===== src/rtl/alu_pkg.sv =====
// Shared ALU control encoding, multiplier FSM states and opcode class helpers.
package alu_pkg;

    localparam int unsigned ALU_XLEN   = 32;
    localparam int unsigned ALU_CTRL_W = 5;

    typedef enum logic [4:0] {
        ALU_ADD    = 5'h00, ALU_SUB    = 5'h01, ALU_SLL    = 5'h02, ALU_SLT    = 5'h03,
        ALU_SLTU   = 5'h04, ALU_XOR    = 5'h05, ALU_SRL    = 5'h06, ALU_SRA    = 5'h07,
        ALU_OR     = 5'h08, ALU_AND    = 5'h09, ALU_BEQ    = 5'h0A, ALU_BNE    = 5'h0B,
        ALU_BLT    = 5'h0C, ALU_BGE    = 5'h0D, ALU_BLTU   = 5'h0E, ALU_BGEU   = 5'h0F,
        ALU_JALR   = 5'h10, ALU_IMM    = 5'h11, ALU_MUL    = 5'h12, ALU_MULH   = 5'h13,
        ALU_MULHSU = 5'h14, ALU_MULHU  = 5'h15, ALU_CsrRW  = 5'h16, ALU_CsrRS  = 5'h17,
        ALU_CsrRC  = 5'h18, ALU_CsrRWI = 5'h19, ALU_CsrRSI = 5'h1A, ALU_CsrRCI = 5'h1B
    } alu_op_e;

    typedef enum logic [1:0] {IDLE, MUL, FIX, DONE} mul_state_e;

    function automatic logic is_mul_op(input logic [4:0] op);
        return (op >= ALU_MUL) && (op <= ALU_MULHU);
    endfunction

    function automatic logic is_branch_op(input logic [4:0] op);
        return (op >= ALU_BEQ) && (op <= ALU_BGEU);
    endfunction

endpackage


===== src/rtl/alu_exec_mul_iter.sv =====
// Iterative shift-add multiplier on operand magnitudes, one multiplier bit per cycle,
// followed by a single sign-fix cycle. Product is held in DONE until acknowledged.
module alu_exec_mul_iter
    import alu_pkg::*;
#(
    parameter int unsigned XLEN = ALU_XLEN
) (
    input  logic              clk,
    input  logic              rst_n,
    input  logic              flush,
    input  logic              start,
    input  logic              ack,
    input  logic              a_signed,
    input  logic              b_signed,
    input  logic [XLEN-1:0]   a,
    input  logic [XLEN-1:0]   b,
    output logic              busy,
    output logic              done,
    output logic [2*XLEN-1:0] prod
);

    localparam int unsigned CNT_W = $clog2(XLEN);

    mul_state_e        state;
    logic [CNT_W-1:0]  cnt;
    logic [2*XLEN-1:0] acc;
    logic [2*XLEN-1:0] mcand;
    logic [XLEN-1:0]   mplier;
    logic              neg;

    logic              a_neg, b_neg;
    logic [XLEN-1:0]   a_mag, b_mag;

    assign a_neg = a_signed & a[XLEN-1];
    assign b_neg = b_signed & b[XLEN-1];
    assign a_mag = a_neg ? -a : a;
    assign b_mag = b_neg ? -b : b;

    always_ff @(posedge clk) begin
        if (!rst_n || flush) begin
            state  <= IDLE;
            cnt    <= '0;
            acc    <= '0;
            mcand  <= '0;
            mplier <= '0;
            neg    <= 1'b0;
        end else begin
            case (state)
                IDLE: begin
                    if (start) begin
                        acc    <= '0;
                        mcand  <= {{XLEN{1'b0}}, a_mag};
                        mplier <= b_mag;
                        neg    <= a_neg ^ b_neg;
                        cnt    <= '0;
                        state  <= MUL;
                    end
                end
                MUL: begin
                    if (mplier[0]) acc <= acc + mcand;
                    mcand  <= mcand << 1;
                    mplier <= mplier >> 1;
                    // counter only returns to zero on leaving MUL
                    if (cnt == CNT_W'(XLEN - 1)) begin
                        cnt   <= '0;
                        state <= FIX;
                    end else begin
                        cnt <= cnt + 1'b1;
                    end
                end
                FIX: begin
                    if (neg) acc <= -acc;
                    state <= DONE;
                end
                DONE: begin
                    if (ack) state <= IDLE;
                end
                default: state <= IDLE;
            endcase
        end
    end

    assign busy = (state != IDLE);
    assign done = (state == DONE);
    assign prod = acc;

endmodule


===== src/rtl/alu_exec.sv =====
// Execute-stage ALU: single-cycle datapath with a registered result, plus an iterative
// multiplier for the MUL family, behind valid/ready handshakes on both sides.
module alu_exec
    import alu_pkg::*;
#(
    parameter int unsigned XLEN   = ALU_XLEN,
    parameter int unsigned CTRL_W = ALU_CTRL_W
) (
    input  logic              clk,
    input  logic              rst_n,
    input  logic              flush,
    input  logic              in_valid,
    output logic              in_ready,
    input  logic [CTRL_W-1:0] alu_ctrl,
    input  logic [XLEN-1:0]   op_a,
    input  logic [XLEN-1:0]   op_b,
    output logic              out_valid,
    input  logic              out_ready,
    output logic [XLEN-1:0]   result,
    output logic              branch_taken,
    output logic              illegal_op
);

    logic              accept, start_mul, mul_busy, mul_done;
    logic              a_signed, b_signed;
    logic [2*XLEN-1:0] mul_prod;

    logic [XLEN-1:0]   sum, diff, calc_result;
    logic [4:0]        shamt;
    logic              lt_s, lt_u, eq, cond, calc_illegal;

    logic              out_valid_q, taken_q, illegal_q, mul_hi_q;
    logic [XLEN-1:0]   result_q;

    assign in_ready  = !mul_busy && (!out_valid || out_ready) && !flush;
    assign accept    = in_valid && in_ready;
    assign start_mul = accept && is_mul_op(alu_ctrl);
    assign a_signed  = (alu_ctrl == ALU_MUL) || (alu_ctrl == ALU_MULH) || (alu_ctrl == ALU_MULHSU);
    assign b_signed  = (alu_ctrl == ALU_MUL) || (alu_ctrl == ALU_MULH);

    assign sum   = op_a + op_b;
    assign diff  = op_a - op_b;
    assign shamt = op_b[4:0];
    assign lt_s  = $signed(op_a) < $signed(op_b);
    assign lt_u  = op_a < op_b;
    assign eq    = (op_a == op_b);

    always_comb begin
        calc_result  = '0;
        cond         = 1'b0;
        calc_illegal = 1'b0;
        case (alu_ctrl)
            ALU_ADD:  calc_result = sum;
            ALU_SUB:  calc_result = diff;
            ALU_SLL:  calc_result = op_a << shamt;
            ALU_SLT:  calc_result = {{(XLEN-1){1'b0}}, lt_s};
            ALU_SLTU: calc_result = {{(XLEN-1){1'b0}}, lt_u};
            ALU_XOR:  calc_result = op_a ^ op_b;
            ALU_SRL:  calc_result = op_a >> shamt;
            ALU_SRA:  calc_result = $signed(op_a) >>> shamt;
            ALU_OR:   calc_result = op_a | op_b;
            ALU_AND:  calc_result = op_a & op_b;
            ALU_BEQ:  cond = eq;
            ALU_BNE:  cond = !eq;
            ALU_BLT:  cond = lt_s;
            ALU_BGE:  cond = !lt_s;
            ALU_BLTU: cond = lt_u;
            ALU_BGEU: cond = !lt_u;
            ALU_JALR: calc_result = {sum[XLEN-1:1], 1'b0};
            ALU_IMM:  calc_result = op_b;
            ALU_MUL, ALU_MULH, ALU_MULHSU, ALU_MULHU: calc_result = '0;
            ALU_CsrRW, ALU_CsrRS, ALU_CsrRC,
            ALU_CsrRWI, ALU_CsrRSI, ALU_CsrRCI: calc_result = op_a;
            default:  calc_illegal = 1'b1;
        endcase
    end

    always_ff @(posedge clk) begin
        if (!rst_n) begin
            out_valid_q <= 1'b0;
            result_q    <= '0;
            taken_q     <= 1'b0;
            illegal_q   <= 1'b0;
            mul_hi_q    <= 1'b0;
        end else if (flush) begin
            out_valid_q <= 1'b0;
        end else if (accept) begin
            if (is_mul_op(alu_ctrl)) begin
                // multiplier owns the output until its result leaves
                out_valid_q <= 1'b0;
                taken_q     <= 1'b0;
                illegal_q   <= 1'b0;
                mul_hi_q    <= (alu_ctrl != ALU_MUL);
            end else begin
                out_valid_q <= 1'b1;
                result_q    <= calc_result;
                taken_q     <= is_branch_op(alu_ctrl) && cond;
                illegal_q   <= calc_illegal;
            end
        end else if (out_ready) begin
            out_valid_q <= 1'b0;
        end
    end

    alu_exec_mul_iter #(
        .XLEN(XLEN)
    ) u_mul (
        .clk      (clk),
        .rst_n    (rst_n),
        .flush    (flush),
        .start    (start_mul),
        .ack      (out_ready),
        .a_signed (a_signed),
        .b_signed (b_signed),
        .a        (op_a),
        .b        (op_b),
        .busy     (mul_busy),
        .done     (mul_done),
        .prod     (mul_prod)
    );

    assign out_valid    = out_valid_q || mul_done;
    assign result       = !mul_done ? result_q :
                          (mul_hi_q ? mul_prod[2*XLEN-1:XLEN] : mul_prod[XLEN-1:0]);
    assign branch_taken = taken_q;
    assign illegal_op   = illegal_q;

endmodule


===== config.mk =====
export PLATFORM = sky130hd
export DESIGN_NAME = alu_exec
export DESIGN_NICKNAME = d
export VERILOG_FILES = /design/src/rtl/alu_pkg.sv /design/src/rtl/alu_exec_mul_iter.sv /design/src/rtl/alu_exec.sv
export SDC_FILE = /design/constraint.sdc
export NUM_CORES = 1
export LEC_CHECK = 0
export ABC_CLOCK_PERIOD_IN_PS = 16200
export BUFFER_PORTS_ARGS = -buffer_cell sky130_fd_sc_hd__buf_2
export CAP_MARGIN = 20
export CORE_MARGIN = 1
export CORE_UTILIZATION = 40
export DETAILED_ROUTE_END_ITERATION = 10
export SLEW_MARGIN = 20
export SYNTH_ARGS = -nofsm -noshare
export SYNTH_HDL_FRONTEND = slang
export SYNTH_SLANG_ARGS = --single-unit
export TNS_END_PERCENT = 30

===== constraint.sdc =====
create_clock -name clk -period 16.2 [get_ports clk]
set_clock_uncertainty 0.05 [all_clocks]
set_input_delay 4.86 -clock clk [delete_from_list [all_inputs] [get_ports clk]]
set_output_delay 4.86 -clock clk [all_outputs]
set_load 0.005 [all_outputs]

==> results.txt <==
Share of the synthesized area in the top cell type -> 0.168
Register area share after synthesis -> 0.168
CTS tree -> yes
Die Wd -> 249 um
Post-route non-filler standard cell count -> 4191
PD cells -> 60.7 nW/um^2
Initial antenna violation count -> 6
Total die area -> 61800 um^2
Layout cell share with drive strength beyond 1 -> 0.0898
Clk buf depth -> 3
H-tree levels -> 1
Hold buffer count at cts -> 0
Routability congestion estimate -> 1.00
R2R depth -> 13
Finish-stage setup viols -> 0
Syn_area_per_cell -> 7.00 um^2
Starting Density -> 0.404
Routed Antenna Nets -> 0
Final min period -> 10.33 ns
Final Hold Fails -> 0
Reg2reg setup slack -> 11.54 ns
CP arrival -> 5.42 ns
Fmax -> 96.8 MHz
TritonCTS sink count -> 204
RSZ-0062 raised after global routing -> false
P_leak -> 10.1 nW
Syn nets -> 3721
Most frequent cells after synthesis -> a21oi_1 (413), nor2_1 (407), nand2_1 (399)
Yosys Warn Count -> 0
Initial DRC count -> 3294
Syn-to-layout area delta -> 7.31%
Critical R2R Capture -> u_mul.prod[48]
Setup TNS -> 0 ns
Top-count cell post-synth -> a21oi_1
Post-synth EDFFs -> 0
Core ar. -> 60200 um^2
Distinct cells, synth -> 95
WHS -> 0.400 ns
Ys flop type -> dfxtp_1
Crit path from -> out_ready
CP startpoint kind -> input pin
Slew Limit Fails -> 0
Register cell area after layout -> 4090 um^2
Multi-input logic area -> 18700 um^2
Largest net degree at the start of global routing -> 79
Number of global-route vias before repair -> 25200
Mapped Cells -> 3475
Worst r2r src -> u_mul.state[1]
Vias per cell -> 6.57
Cell Area, Synth -> 24300 um^2
Status -> finished, final reports clean
Setup crit end kind -> primary output
Worst Tran Pin Value -> 1.17 ns
Total iterations of the first detailed-routing run -> 7
Cells on Worst Hold Path -> 2
Rows -> 90
Overall via count from detail_route -> 27500
#FFs+latches synth -> 204
Max-Cap Viols -> 0
Total placed cells including tap cells -> 4138
Worst min-delay path class -> reg2reg
Crit path max fanout -> 3
CTS buffer count -> 29
Final Cycle Share -> 0.638
Async SR Flop Fraction -> 0
Post_cts resized -> 0
Die H -> 249 um
# DRC -> 0
Synth area leader -> dfxtp_1
IO buf count -> 109
Post-DP HPWL -> 82800 um
Ports -> 110
Root buf cell -> clkbuf_16
DRT Wirelength -> 111000 um
Post-CTS Setup Inserts -> 0
Nets@finish -> 3633
Max VDD drop -> 86.7 uV
First-pass GRT wire length -> 166000 um
Relative slew slack -> 0.209
Critical Path RT -> 11.29 ns
GR Overflow Total -> 0
Clk Latency, worst-skew pair -> 0.63 ns
Top post-synthesis cells by area -> dfxtp_1 (17%), ha_1 (8.7%), a21oi_1 (8.5%)
GR Util All Layers -> 0.346
CTS clk-pin slew, worst paths -> 0.06 ns
Fillcell total -> 6367
Worst setup path class -> in2out
DR WL/cell -> 26.5 um
CP Capture Point -> in_ready
[layer usage]
metal | share of wire | vias up | global-route usage
met4 | 0.049 | 8 | 0.156
met5 | 0.00070 | - | 0.00386
met1 | 0.41 | 13100 | 0.458
met2 | 0.44 | 1531 | 0.545
met3 | 0.096 | 257 | 0.0636
li1 | - | 12600 | -
[placed cells by master, fill, tap and decap left out, types with 23 or more instances in the layout]
cell type	instances
clkbuf_16	29
o31ai_1	32
ha_1	167
buf_2	107
a22oi_1	84
mux4_2	50
a21o_1	59
mux2i_1	82
or3_1	23
dfxtp_1	203
a221oi_1	28
a31oi_1	41
xor2_1	25
nand2_1	399
buf_4	52
o211ai_1	57
nand3_1	59
nor2_1	407
nor4_1	34
o22ai_1	29
inv_1	116
nor3_1	93
nand4_1	43
a21oi_1	412
a211oi_1	47
o21ai_0	220
o21bai_1	36
xnor2_1	115
[critical path, stage by stage]
cell and delay, ns:
buf_2 0.10, o21bai_1 0.15, and3b_1 0.18, buf_2 0.12
[worst min-delay path by stage]
stage,start,end,slack (ns)
after floorplan,u_mul.mplier[23],u_mul.mplier[23],0.38
after global placement,u_mul.mplier[10],u_mul.mplier[10],0.39
after detailed placement,u_mul.mplier[14],u_mul.mplier[14],0.39
after CTS,u_mul.mplier[7],u_mul.mplier[7],0.40
after global routing,u_mul.mplier[24],u_mul.mplier[24],0.41
final,illegal_op,illegal_op,0.40
[power by group]
part           internal, mW  switching, mW  leakage, nW
clock                 0.367          0.277        0.460
combinational         0.139          0.292         7.99
sequential            0.506        0.00497         1.64
[stage by stage]
step / worst slack, ns / power, mW / instance area (um^2) / utilization
after CTS: 5.87 / 1.58 / 26100 / 0.433
after floorplan: 6.11 / 0.794 / 24300 / -
after detailed placement: 5.87 / 0.932 / 25200 / 0.418
after global placement: 5.87 / 0.935 / 25200 / 0.418
final: 5.87 / 1.59 / 26100 / 0.433
after global routing: 5.83 / 1.63 / 26100 / 0.433
[flip-flops by register name, summed over array words and instances, names as in the netlist]
register      cells
u_mul.mcand      64
branch_taken      1
result_q         32
illegal_op        1
u_mul.mplier     32
u_mul.prod       64
out_valid_q       1
u_mul.neg         1
u_mul.state       2
mul_hi_q          1
u_mul.cnt         5
[cell families after synthesis]
| kind of cell | synth area share |
|---|---|
| compound gates | 0.324 |
| simple gates | 0.221 |
| buf+inv | 0.0650 |
| flops | 0.168 |
| fa+ha+maj | 0.0894 |
| xor+xnor | 0.0504 |
| mux | 0.0823 |
[final cells by class]
| type | count | share of cell area |
|---|---|---|
| inverters | 122 | 0.0175 |
| clock inverters | 12 | 0.00407 |
| well taps | 782 | 0.0375 |
| repair buffers | 159 | 0.0355 |
| clock buffers | 40 | 0.0313 |
| diodes | 1 | 0.0000958 |
| multi-input cells | 2871 | 0.718 |
| flip-flops and latches | 204 | 0.156 |
(Power assumes the default switching activity.)
